`config.mk`:
```
export PLATFORM = sky130hd
export DESIGN_NAME = replica_sequencer
export DESIGN_NICKNAME = d
export VERILOG_FILES = /design/src/rtl/replica_sequencer.sv
export SDC_FILE = /design/constraint.sdc
export NUM_CORES = 1
export LEC_CHECK = 0
export ABC_AREA = 0
export ABC_CLOCK_PERIOD_IN_PS = 5400
export BUFFER_PORTS_ARGS = -buffer_cell sky130_fd_sc_hd__buf_2
export CORE_ASPECT_RATIO = 1.4
export CORE_MARGIN = 3
export CORE_UTILIZATION = 42
export CTS_CLUSTER_DIAMETER = 60
export DETAILED_ROUTE_END_ITERATION = 10
export GPL_TIMING_DRIVEN = 0
export PLACE_DENSITY = 0.67
export RECOVER_POWER = 50
export SLEW_MARGIN = 10
export SYNTH_ARGS = -nofsm -noshare
export SYNTH_HDL_FRONTEND = slang
export SYNTH_SLANG_ARGS = --single-unit
```
`constraint.sdc`:
```
create_clock -name i_clk -period 5.4 [get_ports i_clk]
set_input_delay 0.81 -clock i_clk [delete_from_list [all_inputs] [get_ports i_clk]]
set_output_delay 0.81 -clock i_clk [all_outputs]
set_load 0.1 [all_outputs]
```
`src/rtl/replica_sequencer.sv`:
```
// replica_sequencer: per-iteration phase controller for the replica-exchange
// node array. Each iteration runs opt sweep -> exp evaluation -> distance
// shift -> ordering shift. All outputs are registered from the next state,
// so each phase strobe is high exactly for the cycles spent in its state.
module replica_sequencer #(
    parameter int BASE_NUM     = 8,
    parameter int BASE_LOG     = 3,
    parameter int EXP_CYCLES   = 17,
    parameter int SHIFT_CYCLES = 32,
    parameter int TW_LAG       = 1
) (
    input  logic                i_clk,
    input  logic                i_reset,
    input  logic                i_start,
    input  logic                i_abort,
    input  logic [31:0]         i_iter_num,
    input  logic [15:0]         i_opt_sweep,
    input  logic                i_or_en,
    input  logic                i_tw_en,
    input  logic                i_random_ready,
    output logic                o_opt_run,
    output logic                o_or_opt_en,
    output logic                o_tw_opt_en,
    output logic [BASE_LOG-1:0] o_or_rn_base_id,
    output logic [BASE_LOG-1:0] o_or_dd_base_id,
    output logic [BASE_LOG-1:0] o_or_rp_base_id,
    output logic [BASE_LOG-1:0] o_or_ex_base_id,
    output logic [BASE_LOG-1:0] o_tw_rn_base_id,
    output logic [BASE_LOG-1:0] o_tw_dd_base_id,
    output logic [BASE_LOG-1:0] o_tw_rp_base_id,
    output logic [BASE_LOG-1:0] o_tw_ex_base_id,
    output logic                o_exp_init,
    output logic                o_exp_run,
    output logic                o_exp_fin,
    output logic                o_distance_shift,
    output logic                o_exchange_shift_d,
    output logic                o_busy,
    output logic                o_done,
    output logic [31:0]         o_iter_count
);

    typedef enum logic [3:0] {
        S_IDLE, S_WAIT_RDY, S_OPT, S_EXP_INIT, S_EXP_RUN,
        S_EXP_FIN, S_DSHIFT, S_XSHIFT, S_NEXT
    } state_t;

    localparam logic [BASE_LOG-1:0] LAST = BASE_LOG'(BASE_NUM - 1);
    localparam logic [BASE_LOG-1:0] ONE  = BASE_LOG'(1);

    // Modulo-BASE_NUM subtract by repeated wrap-decrement; works for any
    // BASE_NUM, not just powers of two, and for k >= BASE_NUM.
    function automatic logic [BASE_LOG-1:0] sub_mod(input logic [BASE_LOG-1:0] x, input int k);
        logic [BASE_LOG-1:0] v;
        v = x;
        for (int i = 0; i < k; i++) v = (v == '0) ? LAST : v - ONE;
        return v;
    endfunction

    state_t              r_state, w_state_next;
    logic [15:0]         r_cyc;
    logic [15:0]         w_opt_len;
    logic [BASE_LOG-1:0] r_cnt, w_cnt_next;
    logic                r_abort;
    logic                w_end;
    logic [31:0]         r_iter_count, w_iter_next;
    logic                r_opt_run, r_or_opt_en, r_tw_opt_en;
    logic                r_exp_init, r_exp_run, r_exp_fin, r_dshift, r_xshift;
    logic                r_busy, r_done, w_done;
    logic [BASE_LOG-1:0] r_or_rn, r_or_dd, r_or_rp, r_or_ex;
    logic [BASE_LOG-1:0] r_tw_rn, r_tw_dd, r_tw_rp, r_tw_ex;

    assign w_opt_len = (i_opt_sweep == 16'd0) ? 16'd1 : i_opt_sweep;
    // Run ends when this iteration is the last one or an abort is pending.
    assign w_end     = (r_iter_count + 32'd1 == i_iter_num) || r_abort || i_abort;

    // State register, per-state cycle counter and abort latch.
    always_ff @(posedge i_clk) begin
        if (i_reset) begin
            r_state <= S_IDLE;
            r_cyc   <= 16'd0;
            r_abort <= 1'b0;
        end else begin
            r_state <= w_state_next;
            r_cyc   <= (w_state_next != r_state) ? 16'd0 : r_cyc + 16'd1;
            if (r_state == S_IDLE) r_abort <= 1'b0;
            else if (i_abort)      r_abort <= 1'b1;
        end
    end

    // Next-state logic.
    always_comb begin
        w_state_next = r_state;
        case (r_state)
            S_IDLE:     if (i_start) w_state_next = (i_iter_num == 32'd0) ? S_NEXT : S_WAIT_RDY;
            S_WAIT_RDY: if (i_random_ready) w_state_next = S_OPT;
            S_OPT:      if (r_cyc == w_opt_len - 16'd1) w_state_next = S_EXP_INIT;
            S_EXP_INIT: w_state_next = S_EXP_RUN;
            S_EXP_RUN:  if (r_cyc == 16'(EXP_CYCLES - 1)) w_state_next = S_EXP_FIN;
            S_EXP_FIN:  w_state_next = S_DSHIFT;
            S_DSHIFT:   if (r_cyc == 16'(SHIFT_CYCLES - 1)) w_state_next = S_XSHIFT;
            S_XSHIFT:   if (r_cyc == 16'(SHIFT_CYCLES - 1)) w_state_next = S_NEXT;
            S_NEXT:     w_state_next = r_done ? S_IDLE : S_WAIT_RDY;
            default:    w_state_next = S_IDLE;
        endcase
    end

    // Next values of the registered outputs and counters.
    always_comb begin
        w_cnt_next  = r_cnt;
        w_iter_next = r_iter_count;
        if (r_state == S_IDLE && i_start) begin
            w_cnt_next  = '0;
            w_iter_next = 32'd0;
        end else if (w_state_next == S_OPT) begin
            w_cnt_next = (r_cnt == LAST) ? '0 : r_cnt + ONE;
        end else if (r_state == S_XSHIFT && w_state_next == S_NEXT) begin
            w_iter_next = r_iter_count + 32'd1;
        end
        // iter_num == 0 reaches NEXT straight from IDLE and always ends there.
        w_done = (w_state_next == S_NEXT) && ((r_state == S_IDLE) || w_end);
    end

    // Output and counter registers.
    always_ff @(posedge i_clk) begin
        if (i_reset) begin
            r_cnt        <= '0;
            r_iter_count <= 32'd0;
            r_opt_run    <= 1'b0;
            r_or_opt_en  <= 1'b0;
            r_tw_opt_en  <= 1'b0;
            r_exp_init   <= 1'b0;
            r_exp_run    <= 1'b0;
            r_exp_fin    <= 1'b0;
            r_dshift     <= 1'b0;
            r_xshift     <= 1'b0;
            r_busy       <= 1'b0;
            r_done       <= 1'b0;
            r_or_rn      <= '0;
            r_or_dd      <= '0;
            r_or_rp      <= '0;
            r_or_ex      <= '0;
            r_tw_rn      <= '0;
            r_tw_dd      <= '0;
            r_tw_rp      <= '0;
            r_tw_ex      <= '0;
        end else begin
            r_cnt        <= w_cnt_next;
            r_iter_count <= w_iter_next;
            r_opt_run    <= (w_state_next == S_OPT);
            r_or_opt_en  <= (w_state_next == S_OPT) && i_or_en;
            r_tw_opt_en  <= (w_state_next == S_OPT) && i_tw_en;
            r_exp_init   <= (w_state_next == S_EXP_INIT);
            r_exp_run    <= (w_state_next == S_EXP_RUN);
            r_exp_fin    <= (w_state_next == S_EXP_FIN);
            r_dshift     <= (w_state_next == S_DSHIFT);
            r_xshift     <= (w_state_next == S_XSHIFT);
            r_busy       <= (w_state_next != S_IDLE);
            r_done       <= w_done;
            // Base IDs only move with the rotation, i.e. on OPT cycles.
            if (w_state_next == S_OPT) begin
                r_or_rn <= w_cnt_next;
                r_or_dd <= sub_mod(w_cnt_next, 1);
                r_or_rp <= sub_mod(w_cnt_next, 2);
                r_or_ex <= sub_mod(w_cnt_next, 3);
                r_tw_rn <= sub_mod(w_cnt_next, TW_LAG);
                r_tw_dd <= sub_mod(w_cnt_next, 1 + TW_LAG);
                r_tw_rp <= sub_mod(w_cnt_next, 2 + TW_LAG);
                r_tw_ex <= sub_mod(w_cnt_next, 3 + TW_LAG);
            end
        end
    end

    assign o_opt_run          = r_opt_run;
    assign o_or_opt_en        = r_or_opt_en;
    assign o_tw_opt_en        = r_tw_opt_en;
    assign o_or_rn_base_id    = r_or_rn;
    assign o_or_dd_base_id    = r_or_dd;
    assign o_or_rp_base_id    = r_or_rp;
    assign o_or_ex_base_id    = r_or_ex;
    assign o_tw_rn_base_id    = r_tw_rn;
    assign o_tw_dd_base_id    = r_tw_dd;
    assign o_tw_rp_base_id    = r_tw_rp;
    assign o_tw_ex_base_id    = r_tw_ex;
    assign o_exp_init         = r_exp_init;
    assign o_exp_run          = r_exp_run;
    assign o_exp_fin          = r_exp_fin;
    assign o_distance_shift   = r_dshift;
    assign o_exchange_shift_d = r_xshift;
    assign o_busy             = r_busy;
    assign o_done             = r_done;
    assign o_iter_count       = r_iter_count;

endmodule

```
# == Yosys cells after proc, flatten, opt, wreduce, memory -nomap -nowiden ==
# Cells that the tools add are included.
# totals
reg_bits,81
input_bits,55
word_cells,87
# op_classes
muxes,17
addsub,8
n_eq_ne,21
n_reduce_logical,20
n_bitwise,1
# ops
operator,n
4-bit one-hot mux with 9 select lines,1
"32-bit by 1-bit adder with 32-bit output, second input constant",1
"16-bit by 5-bit equality test with 1-bit output, second input constant",2
32-bit equality test,1
"4-bit by 3-bit equality test with 1-bit output, second input constant",8
32-bit zero test,1
4-bit two-way mux,7
3-bit two-way mux,7
"16-bit by 1-bit adder with 16-bit output, second input constant",1
16-bit equality test,1
"4-bit by 2-bit equality test with 1-bit output, second input constant",4
16-bit zero test,1
16-bit two-way mux,1
"16-bit by 1-bit subtractor with 16-bit output, second input constant",1
3-bit zero test,4
"3-bit by 1-bit subtractor with 3-bit output, second input constant",4
"4-bit equality test, second input constant",2
2-bit OR reduction,3
1-bit logical AND,5
"4-bit by 1-bit equality test with 1-bit output, second input constant",1
4-bit zero test,1
4-bit inequality test,1
4-bit nonzero test,1
"3-bit by 1-bit adder with 3-bit output, second input constant",1
other kinds (5),7

# == Depth between registers and ports, before layout ==
# Gate-level depths: netlist of the first run.
# depth
word_depth,17
ltp_mapped,22
mapped_depth_nobuf,19

# == Worst setup path after synthesis of the first run ==
# Ideal clock, no wire load.
# synth_path
path_type,input port to flip-flop
startpoint,input port i_opt_sweep[2]
endpoint,"register r_tw_ex[2], in the netlist o_tw_ex_base_id[2]"
path_buffers,3
path_slack_ns,0.003
cell_stages,22
setup_ns,0.134
arrival_ns,5.263
cell_sequence,buf_6 > nor4_4 > and2_1 > a41oi_1 > ha_1 > clkbuf_1 > xor2_1 > nor2_1 > a211oi_1 > nor4_1 > and4_1 > buf_2 > mux2_2 > a211oi_1 > ha_1 > ha_1 > ha_1 > ha_1 > ha_1 > inv_1 > a211oi_1 > a211oi_1
# synth_via
elab_chain_len,17
elab_cells_between_ends,21
cone_classes,5 x add/sub; 2 x eq/ne; 9 x mux; 5 x reduce/logical
# synth_rtl
item,line_no,source
start: declaration,17,"input logic [15:0] i_opt_sweep,"
16-bit zero test,72,assign w_opt_len = (i_opt_sweep == 16'd0) ? 16'd1 : i_opt_sweep;
16-bit two-way mux (*),72,
16-bit by 1-bit subtractor with 16-bit output (*),96,S_OPT: if (r_cyc == w_opt_len - 16'd1) w_state_next = S_EXP_INIT;
16-bit equality test (*),96,
4-bit two-way mux (*),96,
4-bit one-hot mux with 9 select lines (*),93,case (r_state)
4-bit by 2-bit equality test with 1-bit output (*),"114, 160",
3-bit two-way mux,114,end else if (w_state_next == S_OPT) begin
3-bit two-way mux,111,if (r_state == S_IDLE && i_start) begin
3-bit by 1-bit subtractor with 3-bit output or 3-bit zero test (tied branches),55,for (int i = 0; i < k; i++) v = (v == '0) ? LAST : v - ONE;
3-bit two-way mux,55,
3-bit by 1-bit subtractor with 3-bit output or 3-bit zero test (tied branches),55,
3-bit two-way mux,55,
3-bit by 1-bit subtractor with 3-bit output or 3-bit zero test (tied branches),55,
3-bit two-way mux,55,
3-bit by 1-bit subtractor with 3-bit output or 3-bit zero test (tied branches),55,
3-bit two-way mux,55,
end signal: assignment,168,"r_tw_ex <= sub_mod(w_cnt_next, 3 + TW_LAG);"
end: declaration,70,"logic [BASE_LOG-1:0] r_tw_rn, r_tw_dd, r_tw_rp, r_tw_ex;"
# Mark *: on every way between the ends. The rest lies on a longest branch, timed or not.
# A chain may end at the register's enable or synchronous reset.

# == Worst setup path in the final report of the first run ==
# layout_path
startpoint,input port i_opt_sweep[5]
endpoint,"register r_tw_ex[2], in the netlist o_tw_ex_base_id[2]"
# Same word-level chain as after synthesis.

==> impl_metrics.ini, run 1 <==
[worst_setup_path]
rr_startpoint = r_cyc[13]
cp-end-kind = flip-flop
crit_family = adder cells
cp_common_cell = ha_1
path_max_fanout = 6
worst_r2r_endpoint = o_tw_ex_base_id[2]
crit_slowest_cell = mux2_2
path_buf_inv = 3
path_class = input port to flip-flop
cp.required_ns = 5.60
crit_chain = buf_2, nor4_4, and2_4, a41oi_4, ha_4, xor2_1, nand4_1, nand3b_1, nor4_2, and4_1, buf_4, mux2_2, a211oi_2, ha_1, ha_1, ha_1, ha_1, ha_1, inv_1, a211oi_1, a211oi_1
start_kind = input port
critical_path_arrival_ns = 5.32
cpPeakStageDelay_ns = 0.35
r2r_slack_ns = 1.01
r2r_cells = 15

[drt]
vias = 5527
ant_nets = 0
drt_wl_total_um = 15420
drc = 0
first_iter_violations = 180
wl_per_cell_um = 15.05
vias_per_cell = 5.392
first_pass_iters = 4

[placed_design]
dp.cells = 1007
gp_congestion = 0.8810
placed_area_mm2 = 0.006375
io_buffers = 117
dp_hpwl_um = 12040

[clocking]
cts_tree = built
postCtsHoldBufs = 0
h-tree-depth = 3
clock-sinks = 78
clkTransAtPathRegs_ns = 0.06
cts_made_buffers = 9
root_buffer = clkbuf_16
cts.path.max_buffers = 2
clk-insertion-delay-late_ns = 0.34

[finish]
drive_gt1_share_pct = 13.34
syn_to_final_growth_pct = 20.70
final_cell_mix = clkbuf_1, nor2_1, dfxtp_1
seq_area_mm2 = 0.001562
fin_cells = 1025
final_common_cell = clkbuf_1
finish.instance_area_mm2 = 0.006719
final_nets = 911
n_antenna_cell = 0
multi_input_area_mm2 = 0.003739
fillers = 1351

[sta]
timing.fmax_ghz = 0.1952
max-slew-margin-rel_pct = 19.71
setup_viol = 0
fin_crit_ns = 5.124
hold_viol_final = 0
slew_viol_final = 0
rsz0062_at_grt = false
tightest_slew_ns = 1.210
skew_ns = 0.01431
period_share_pct = 94.89

[hold_path]
min_from = o_tw_ex_base_id[2]
worstHoldPathCells = 2
min_to = o_tw_ex_base_id[2]
hold_path.class = flip-flop to flip-flop

[global_route]
grt_pass1_wl_um = 24830
grt_pass1_vias = 5173
grt_max_degree = 15
antenna_found_initial = 0
overflow = 0
grt_usage_pct = 21.25

[floorplanning]
die-width_um = 103.3
die_y_um = 142.2
start_util_pct = 43.03
ios = 121
row_count = 49
die-area_mm2 = 0.01469
core_mm2 = 0.01294

[logic_synthesis]
syn_avg_cell_area_um2 = 7.818
synth-seq-cells = 78
yosysUniqueCellTypes = 62
seq_area_frac_synth_pct = 28.05
ys_warn_count = 0
synth_ff_type = dfxtp_1
synth-edff-count = 0
synth_cells = 712
syn_nets = 781
async_reset_ff_share_pct = 0
synth_area_mm2 = 0.005567

[power_and_ir_drop]
p_per_area_mw_per_mm2 = 275.7
seqPwrFrac_pct = 33.4
p_int_w = 0.001163
power_w = 0.001852
p_leak_nw = 2.425
switching_share_pct = 37.19
peakVddDrop_v = 0.0001630
p_comb_share_pct = 30.5
clock_power_share_pct = 36.1
p_switching_w = 0.0006888

[flow_run]
maxCapViolCount = 0

[run_status]
outcome = completed
final cells by class:
| type | count | area share (%) |
|---|---|---|
| plain buffers | 52 | 3.966 |
| clock buffers | 10 | 3.557 |
| clock inverters | 6 | 1.397 |
| inverters | 19 | 1.061 |
| multi-input cells | 562 | 55.64 |
| flip-flops and latches | 78 | 23.24 |
| well taps | 178 | 3.315 |
| repair buffers | 120 | 7.821 |
tightest hold or removal path: stages (launching register included):
cell and delay [ns]:
dfxtp_1 0.31, inv_1 0.05, a211oi_1 0.05
timing repair:
action                                  4_1_cts  5_1_grt
buffers inserted                              1        2
endpoints found under the setup margin        1        1
gates resized for setup                       4       12
pin swaps                                     1        8
metrics by stage:
step | util (%) | hold slack (ns) | setup TNS, ns | setup slack [ns]
final | 51.94 | 0.4578 | 0 | 0.2758
after detailed placement | 49.28 | 0.4489 | -0.8700 | -0.5795
after global routing | 51.94 | 0.4841 | 0 | 0.002008
after floorplan | - | 0.4519 | 0 | 0.002693
after global placement | 49.28 | 0.4447 | -0.8312 | -0.5589
after CTS | 52.07 | 0.4626 | 0 | 0.04793
per-layer routing:
layer  global-route usage (%)  part of all wire [%]  vias to the layer above
li1                         -                     -                     2772
met1                    24.98                    41                     2594
met2                    37.91                    52                      142
met3                    2.943                   4.4                       19
met4                    8.799                   2.4                        0
met5                        0                     0                        -
logic make-up (layout without fill, tap and decap cells):
logic type / Yosys count / in the layout / synth area share [%]
xor+xnor: 108 / 108 / 17.24
buf+inv: 72 / 207 / 6.046
compound gates: 86 / 86 / 11.49
simple gates: 344 / 344 / 32.16
flops: 78 / 78 / 28.05
fa+ha+maj: 14 / 14 / 3.147
mux: 10 / 10 / 1.866
synthesized netlist by cell type, types with 4 or more instances:
cell type | instances | area share, %
a211oi_1 | 16 | 2.2
a21oi_1 | 19 | 1.7
a221oi_1 | 4 | 0.63
and2_1 | 9 | 1.0
and3_1 | 16 | 1.8
and4_1 | 10 | 1.6
buf_1 | 4 | 0.27
buf_2 | 5 | 0.45
buf_4 | 12 | 1.6
clkbuf_1 | 30 | 2.0
dfxtp_1 | 78 | 28
ha_1 | 14 | 3.1
inv_1 | 19 | 1.3
mux2i_1 | 7 | 1.3
nand2_1 | 62 | 4.2
nand2b_1 | 9 | 1.0
nand3_1 | 37 | 3.3
nand4_1 | 25 | 2.8
nand4b_1 | 4 | 0.63
nor2_1 | 91 | 6.1
nor3_1 | 28 | 2.5
nor3b_1 | 5 | 0.67
nor4_1 | 17 | 1.9
o21ai_0 | 7 | 0.63
o311ai_0 | 4 | 0.63
or2_2 | 6 | 0.67
or3_1 | 10 | 1.1
xnor2_1 | 53 | 8.3
xor2_1 | 54 | 8.5
worst max-delay path by stage:
stage / depth (start not counted) / slack, ns / from / to
2_1_floorplan: 22 / 0.003 / i_opt_sweep[2] / o_tw_ex_base_id[2]
3_3_place_gp: 22 / -0.56 / i_opt_sweep[3] / o_tw_ex_base_id[2]
3_5_place_dp: 22 / -0.58 / i_opt_sweep[3] / o_tw_ex_base_id[2]
4_1_cts: 21 / 0.05 / i_opt_sweep[3] / o_tw_ex_base_id[2]
5_1_grt: 21 / 0.002 / i_opt_sweep[5] / o_tw_ex_base_id[2]
6_report: 21 / 0.28 / i_opt_sweep[5] / o_tw_ex_base_id[2]
registers in the layout, indices dropped and copies added (netlist names):
register            count
o_or_opt_en             1
o_exchange_shift_d      1
o_or_rp_base_id         3
o_tw_opt_en             1
r_state                 4
r_abort                 1
o_exp_fin               1
o_done                  1
r_cyc                  16
o_tw_rn_base_id         2
r_cnt                   3
o_exp_init              1
o_or_ex_base_id         3
o_exp_run               1
o_distance_shift        1
o_tw_ex_base_id         2
o_opt_run               1
o_iter_count           32
o_busy                  1
o_or_rn_base_id         2
power by group through the flow:
stage	registers, W	logic, W	clock network (W)
floorplan	0.000753	0.000329	0
global placement	0.000630	0.000561	0
detailed placement	0.000631	0.000563	0
CTS	0.000618	0.000568	0.000685
global route	0.000622	0.000607	0.000710
finish	0.000618	0.000564	0.000670
(Power assumes the default switching activity.)
==> inputs of run 2 (changes only) <==
- ABC_CLOCK_PERIOD_IN_PS: 5400 -> not set
- CORE_UTILIZATION: 42 -> 50
- PLACE_DENSITY: 0.67 -> 0.77
==> run 2 against run 1 <==
  * Register-to-register slack gained 0.04 ns
  * Sequential share of layout area barely moved
  * Utilization is 9.9 points higher
  * Count of clock-buffer cells in the layout did not move
  * Final area about the same
  * Worst setup slack got worse by 0.0094 ns
  * Non-clock buffer count decreased by 1
  * Via count rose by 0.27%
  * Sequential power hardly changed
  * Flip-flop and latch count unchanged
  * Routed wire length shrank 2.7%
==> impl_metrics.ini, run 2 (synthesized netlist as in run 1, its figures left out) <==
[finish]
seq_area_mm2 = 0.001562
fillers = 1033
drive_gt1_share_pct = 13.00
syn_to_final_growth_pct = 20.68
final_common_cell = clkbuf_1
final_cell_mix = clkbuf_1, nor2_1, dfxtp_1
multi_input_area_mm2 = 0.003764
final_nets = 910
largest_reg_flops = 32
n_antenna_cell = 0

[hold_path]
min_from = o_tw_ex_base_id[1]
hold_path.class = flip-flop to flip-flop

[worst_setup_path]
rr_startpoint = r_state[0]
crit_family = adder cells
critical_path_arrival_ns = 5.33
crit_chain = buf_2, nor4_4, a41oi_2, ha_4, xor2_1, nand4_1, nand3b_1, nor4_4, and4_1, clkbuf_4, mux2_2, a211oi_4, ha_2, ha_1, ha_4, ha_4, ha_1, inv_1, a211oi_1, a211oi_1
path_buf_inv = 3
cp-end-kind = flip-flop
crit_slowest_cell = nor4_4
critical_path.startpoint = i_opt_sweep[10]
start_kind = input port
cp_common_cell = ha_4
r2r_slack_ns = 1.05
cp.required_ns = 5.60
path_max_fanout = 6
path_class = input port to flip-flop
cpPeakStageDelay_ns = 0.41

[clocking]
h-tree-depth = 3
clkTransAtPathRegs_ns = 0.06
cts_made_buffers = 9
cts_tree = built
postCtsHoldBufs = 0
cts.path.max_buffers = 2
clock-sinks = 78
root_buffer = clkbuf_16
clk-insertion-delay-late_ns = 0.34

[sta]
setup_viol = 0
rsz0062_at_grt = false
max-slew-margin-rel_pct = 19.25
fin_crit_ns = 5.134
timing.fmax_ghz = 0.1948
hold_viol_final = 0
fin_tns_setup_ns = 0
skew_ns = 0.009139
hold_ws_ns = 0.4555
tightest_slew_ns = 1.216
slew_viol_final = 0
period_share_pct = 95.07

[global_route]
grt_pass1_vias = 5171
overflow = 0
antenna_found_initial = 1
grt_max_degree = 14
grt_usage_pct = 24.34
grt_pass1_wl_um = 24140

[drt]
met3_length_um = 868
wl_met2_um = 7705
drt_wl_total_um = 15010
wl_met1_um = 5972
vias = 5542
drc = 0
highest_layer = met5
first_iter_violations = 222
vias_per_cell = 5.615
first_pass_iters = 5
wl_per_cell_um = 15.20
ant_nets = 0

[power_and_ir_drop]
peakVddDrop_v = 0.0001712
p_per_area_mw_per_mm2 = 289.8
power_w = 0.001947
p_leak_nw = 2.429

[floorplanning]
core_mm2 = 0.01087
ios = 121
die-width_um = 95.18
die-area_mm2 = 0.01245
die_y_um = 130.8
row_count = 45
start_util_pct = 51.23

[placed_design]
dp_hpwl_um = 11480
io_buffers = 117
gp_congestion = 0.9634

[run_status]
outcome = completed

[flow_run]
maxCapViolCount = 0
[run 2: cell count changes in the layout (fill, tap and decap cells not counted), sizes merged]
cell,change
buf,-2
bufinv,+2
clkbuf,+1
clkinvlp,-1
inv,-1
[run 2: final cells by class]
| type | count | share of cell area (%) |
|---|---|---|
| buffer | 52 | 3.930 |
| clock buffer | 10 | 3.408 |
| clock inverter | 6 | 1.993 |
| inverter | 19 | 1.062 |
| multi-input combinational | 562 | 56.03 |
| sequential | 78 | 23.24 |
| tap | 141 | 2.626 |
| timing repair buffer | 119 | 7.711 |
[run 2: worst register-to-register path: cells and delay by family (launching register included)]
family / cells / cell delay (ns)
flip-flops: 1 / 0.30
buffers and inverters: 4 / 0.89
AO/OA/AOI/OAI: 4 / 1.28
adder cells (fa/ha/maj): 5 / 1.25
AND/OR/NAND/NOR: 2 / 0.50
[run 2: per-layer routing]
metal	global-route usage [%]	up-vias
met1	27.95	2552
met3	4.066	36
met2	44.08	187
li1	-	2765
met5	0	-
met4	10.03	2
[run 2: metrics by stage]
step / utilization, % / cell area (um^2) / cells / worst slack [ns]
6_report: 61.82 / 6718 / 987 / 0.2664
5_1_grt: 61.82 / 6718 / 987 / 0.04203
4_1_cts: 61.81 / 6716 / 986 / 0.01686
3_5_place_dp: 58.24 / 6329 / 970 / -0.6640
3_3_place_gp: 58.24 / 6329 / 970 / -0.5726
2_1_floorplan: - / 5567 / 712 / 0.002693
[run 2: repair_timing]
action	in CTS	in global routing
gates resized for setup	4	10
hold endpoints to repair	0	0
cloned	0	0
pin swaps	1	10
buffers inserted	1	1
setup endpoints to repair	2	2
[run 2: where the power goes]
| group | switching (W) | internal [W] | total (W) |
|---|---|---|---|
| Sequential | 0.0000190 | 0.000600 | 0.000619 |
| Combinational | 0.000428 | 0.000153 | 0.000581 |
| Clock | 0.000248 | 0.000499 | 0.000747 |
| Total | 0.000695 | 0.00125 | 0.00195 |
[run 2: path summary, 6_finish.rpt]
| check | to | cells after the start |
|---|---|---|
| max | o_tw_ex_base_id[2] | 20 |
| min | o_tw_ex_base_id[1] | 2 |
| max reg2reg | o_tw_ex_base_id[2] | 15 |
| min reg2reg | o_tw_ex_base_id[1] | 2 |
==> inputs of run 3 (changes only) <==
- RECOVER_POWER: 50 -> 100
==> run 3 against run 2 <==
  * Count of clock-buffer cells in the layout is the same
  * Worst setup slack improved by 0.036 ns
  * Largest power group unchanged
  * Register-to-register slack better by 0.02 ns
==> impl_metrics.ini, run 3 (synthesized netlist as in run 1, its figures left out) <==
[finish]
syn_to_final_growth_pct = 20.14
fillers = 1039
final_common_cell = clkbuf_1
largest_reg_flops = 32
drive_gt1_share_pct = 12.53
final_cell_mix = clkbuf_1, nor2_1, dfxtp_1
utilization_pct = 61.54
n_antenna_cell = 0
fin_cells = 987
final_nets = 910

[floorplanning]
ios = 121
die-width_um = 95.18
die_y_um = 130.8
die-area_mm2 = 0.01245
core_mm2 = 0.01087
row_count = 45
start_util_pct = 51.23

[sta]
fin_crit_ns = 5.098
hold_viol_final = 0
max-slew-margin-rel_pct = 10.19
fin_tns_setup_ns = 0
slew_viol_final = 0
rsz0062_at_grt = false
timing.fmax_ghz = 0.1962
setup_ws_ns = 0.3021
tightest_slew_ns = 1.313
period_share_pct = 94.41
setup_viol = 0
skew_ns = 0.009185

[run_status]
outcome = completed

[power_and_ir_drop]
p_leak_nw = 2.422
peakVddDrop_v = 0.0001718
power_w = 0.001944
p_per_area_mw_per_mm2 = 290.7

[hold_path]
min_to = o_tw_ex_base_id[1]
hold_path.class = flip-flop to flip-flop
worstHoldPathCells = 2
min_from = o_tw_ex_base_id[1]

[global_route]
grt_max_degree = 14
overflow = 0
grt_pass1_vias = 5171
grt_usage_pct = 24.34
antenna_found_initial = 1
grt_pass1_wl_um = 24140

[drt]
ant_nets = 0
drc = 0
wl_per_cell_um = 15.20
vias_per_cell = 5.582
drt_wl_total_um = 15000
first_iter_violations = 240
first_pass_iters = 5
vias = 5509

[worst_setup_path]
path_class = input port to flip-flop
critical_path_arrival_ns = 5.30
worst_r2r_endpoint = o_tw_ex_base_id[2]
start_kind = input port
cp-end-kind = flip-flop
r2r_cells = 15
path_max_fanout = 6
cp.required_ns = 5.60
cpPeakStageDelay_ns = 0.41
crit_chain = buf_2, nor4_4, a41oi_2, ha_4, xor2_1, nand4_1, nand3b_1, nor4_4, and4_1, clkbuf_4, mux2_2, a211oi_4, ha_1, ha_1, ha_4, ha_4, ha_1, inv_1, a211oi_1, a211oi_1
crit_slowest_cell = nor4_4
r2r_slack_ns = 1.07
rr_startpoint = r_state[0]

[clocking]
clk-insertion-delay-late_ns = 0.34
postCtsHoldBufs = 0
h-tree-depth = 3
root_buffer = clkbuf_16
cts_tree = built
clock-sinks = 78
cts_made_buffers = 9
cts.path.max_buffers = 2
clkTransAtPathRegs_ns = 0.06

[placed_design]
io_buffers = 117
gp_congestion = 0.9634
dp.cells = 970
dpl_worst_slack_ns = -0.6640
dp_hpwl_um = 11480

[flow_run]
maxCapViolCount = 0
==> run 3: worst max-delay path, delay by kind of cell <==
kind	cells	cell delay, ns
adder cells (fa/ha/maj)	6	1.57
AND/OR/NAND/NOR	5	1.33
AO/OA/AOI/OAI	4	0.71
multiplexers	1	0.37
buffers and inverters	3	0.35
XOR/XNOR	1	0.16
==> run 3: worst max-delay path by stage <==
stage	start	to	cells after the start
after global routing	i_opt_sweep[12]	o_tw_ex_base_id[2]	20
after CTS	i_opt_sweep[6]	o_tw_ex_base_id[2]	21
after global placement	i_opt_sweep[3]	o_tw_ex_base_id[2]	22
after floorplan	i_opt_sweep[2]	o_tw_ex_base_id[2]	22
after detailed placement	i_opt_sweep[3]	o_tw_ex_base_id[2]	22
final	i_opt_sweep[10]	o_tw_ex_base_id[2]	20
==> run 3: cell type report <==
| class | instances | area (um^2) | area share (%) |
|---|---|---|---|
| sequential | 78 | 1562 | 23.35 |
| clock buffer | 10 | 229.0 | 3.424 |
| timing repair buffer | 119 | 518.0 | 7.746 |
| multi-input combinational | 562 | 3742 | 55.96 |
| clock inverter | 6 | 133.9 | 2.002 |
| inverter | 19 | 71.32 | 1.066 |
| buffer | 52 | 255.2 | 3.817 |
| tap | 141 | 176.4 | 2.638 |
==> run 3: routing by layer <==
layer	track usage [%]	routed length [um]	vias to the layer above
met5	0	13	-
met4	10.03	408	2
met3	4.066	840	32
met2	44.08	7782	174
met1	27.95	5953	2540
li1	-	-	2761
==> run 3: per-stage QoR <==
step,cell area (um^2),hold slack (ns)
2_1_floorplan,5567,0.4519
5_1_grt,6688,0.4897
4_1_cts,6716,0.4554
3_5_place_dp,6329,0.4451
6_report,6688,0.4557
3_3_place_gp,6329,0.4450
==> run 3: what timing repair did <==
item / CTS / global route
pin swaps: 1 / 10
setup endpoints to repair: 2 / 2
gates resized for setup: 4 / 10
buffers inserted: 1 / 1
==> run 3: where the power goes <==
| part | switching [W] | internal (W) | total (W) | leakage [nW] |
|---|---|---|---|---|
| clock network | 0.000250 | 0.000499 | 0.000749 | 0.177 |
| logic | 0.000427 | 0.000150 | 0.000577 | 1.61 |
| registers | 0.0000189 | 0.000600 | 0.000619 | 0.631 |
| total | 0.000695 | 0.00125 | 0.00194 | 2.42 |
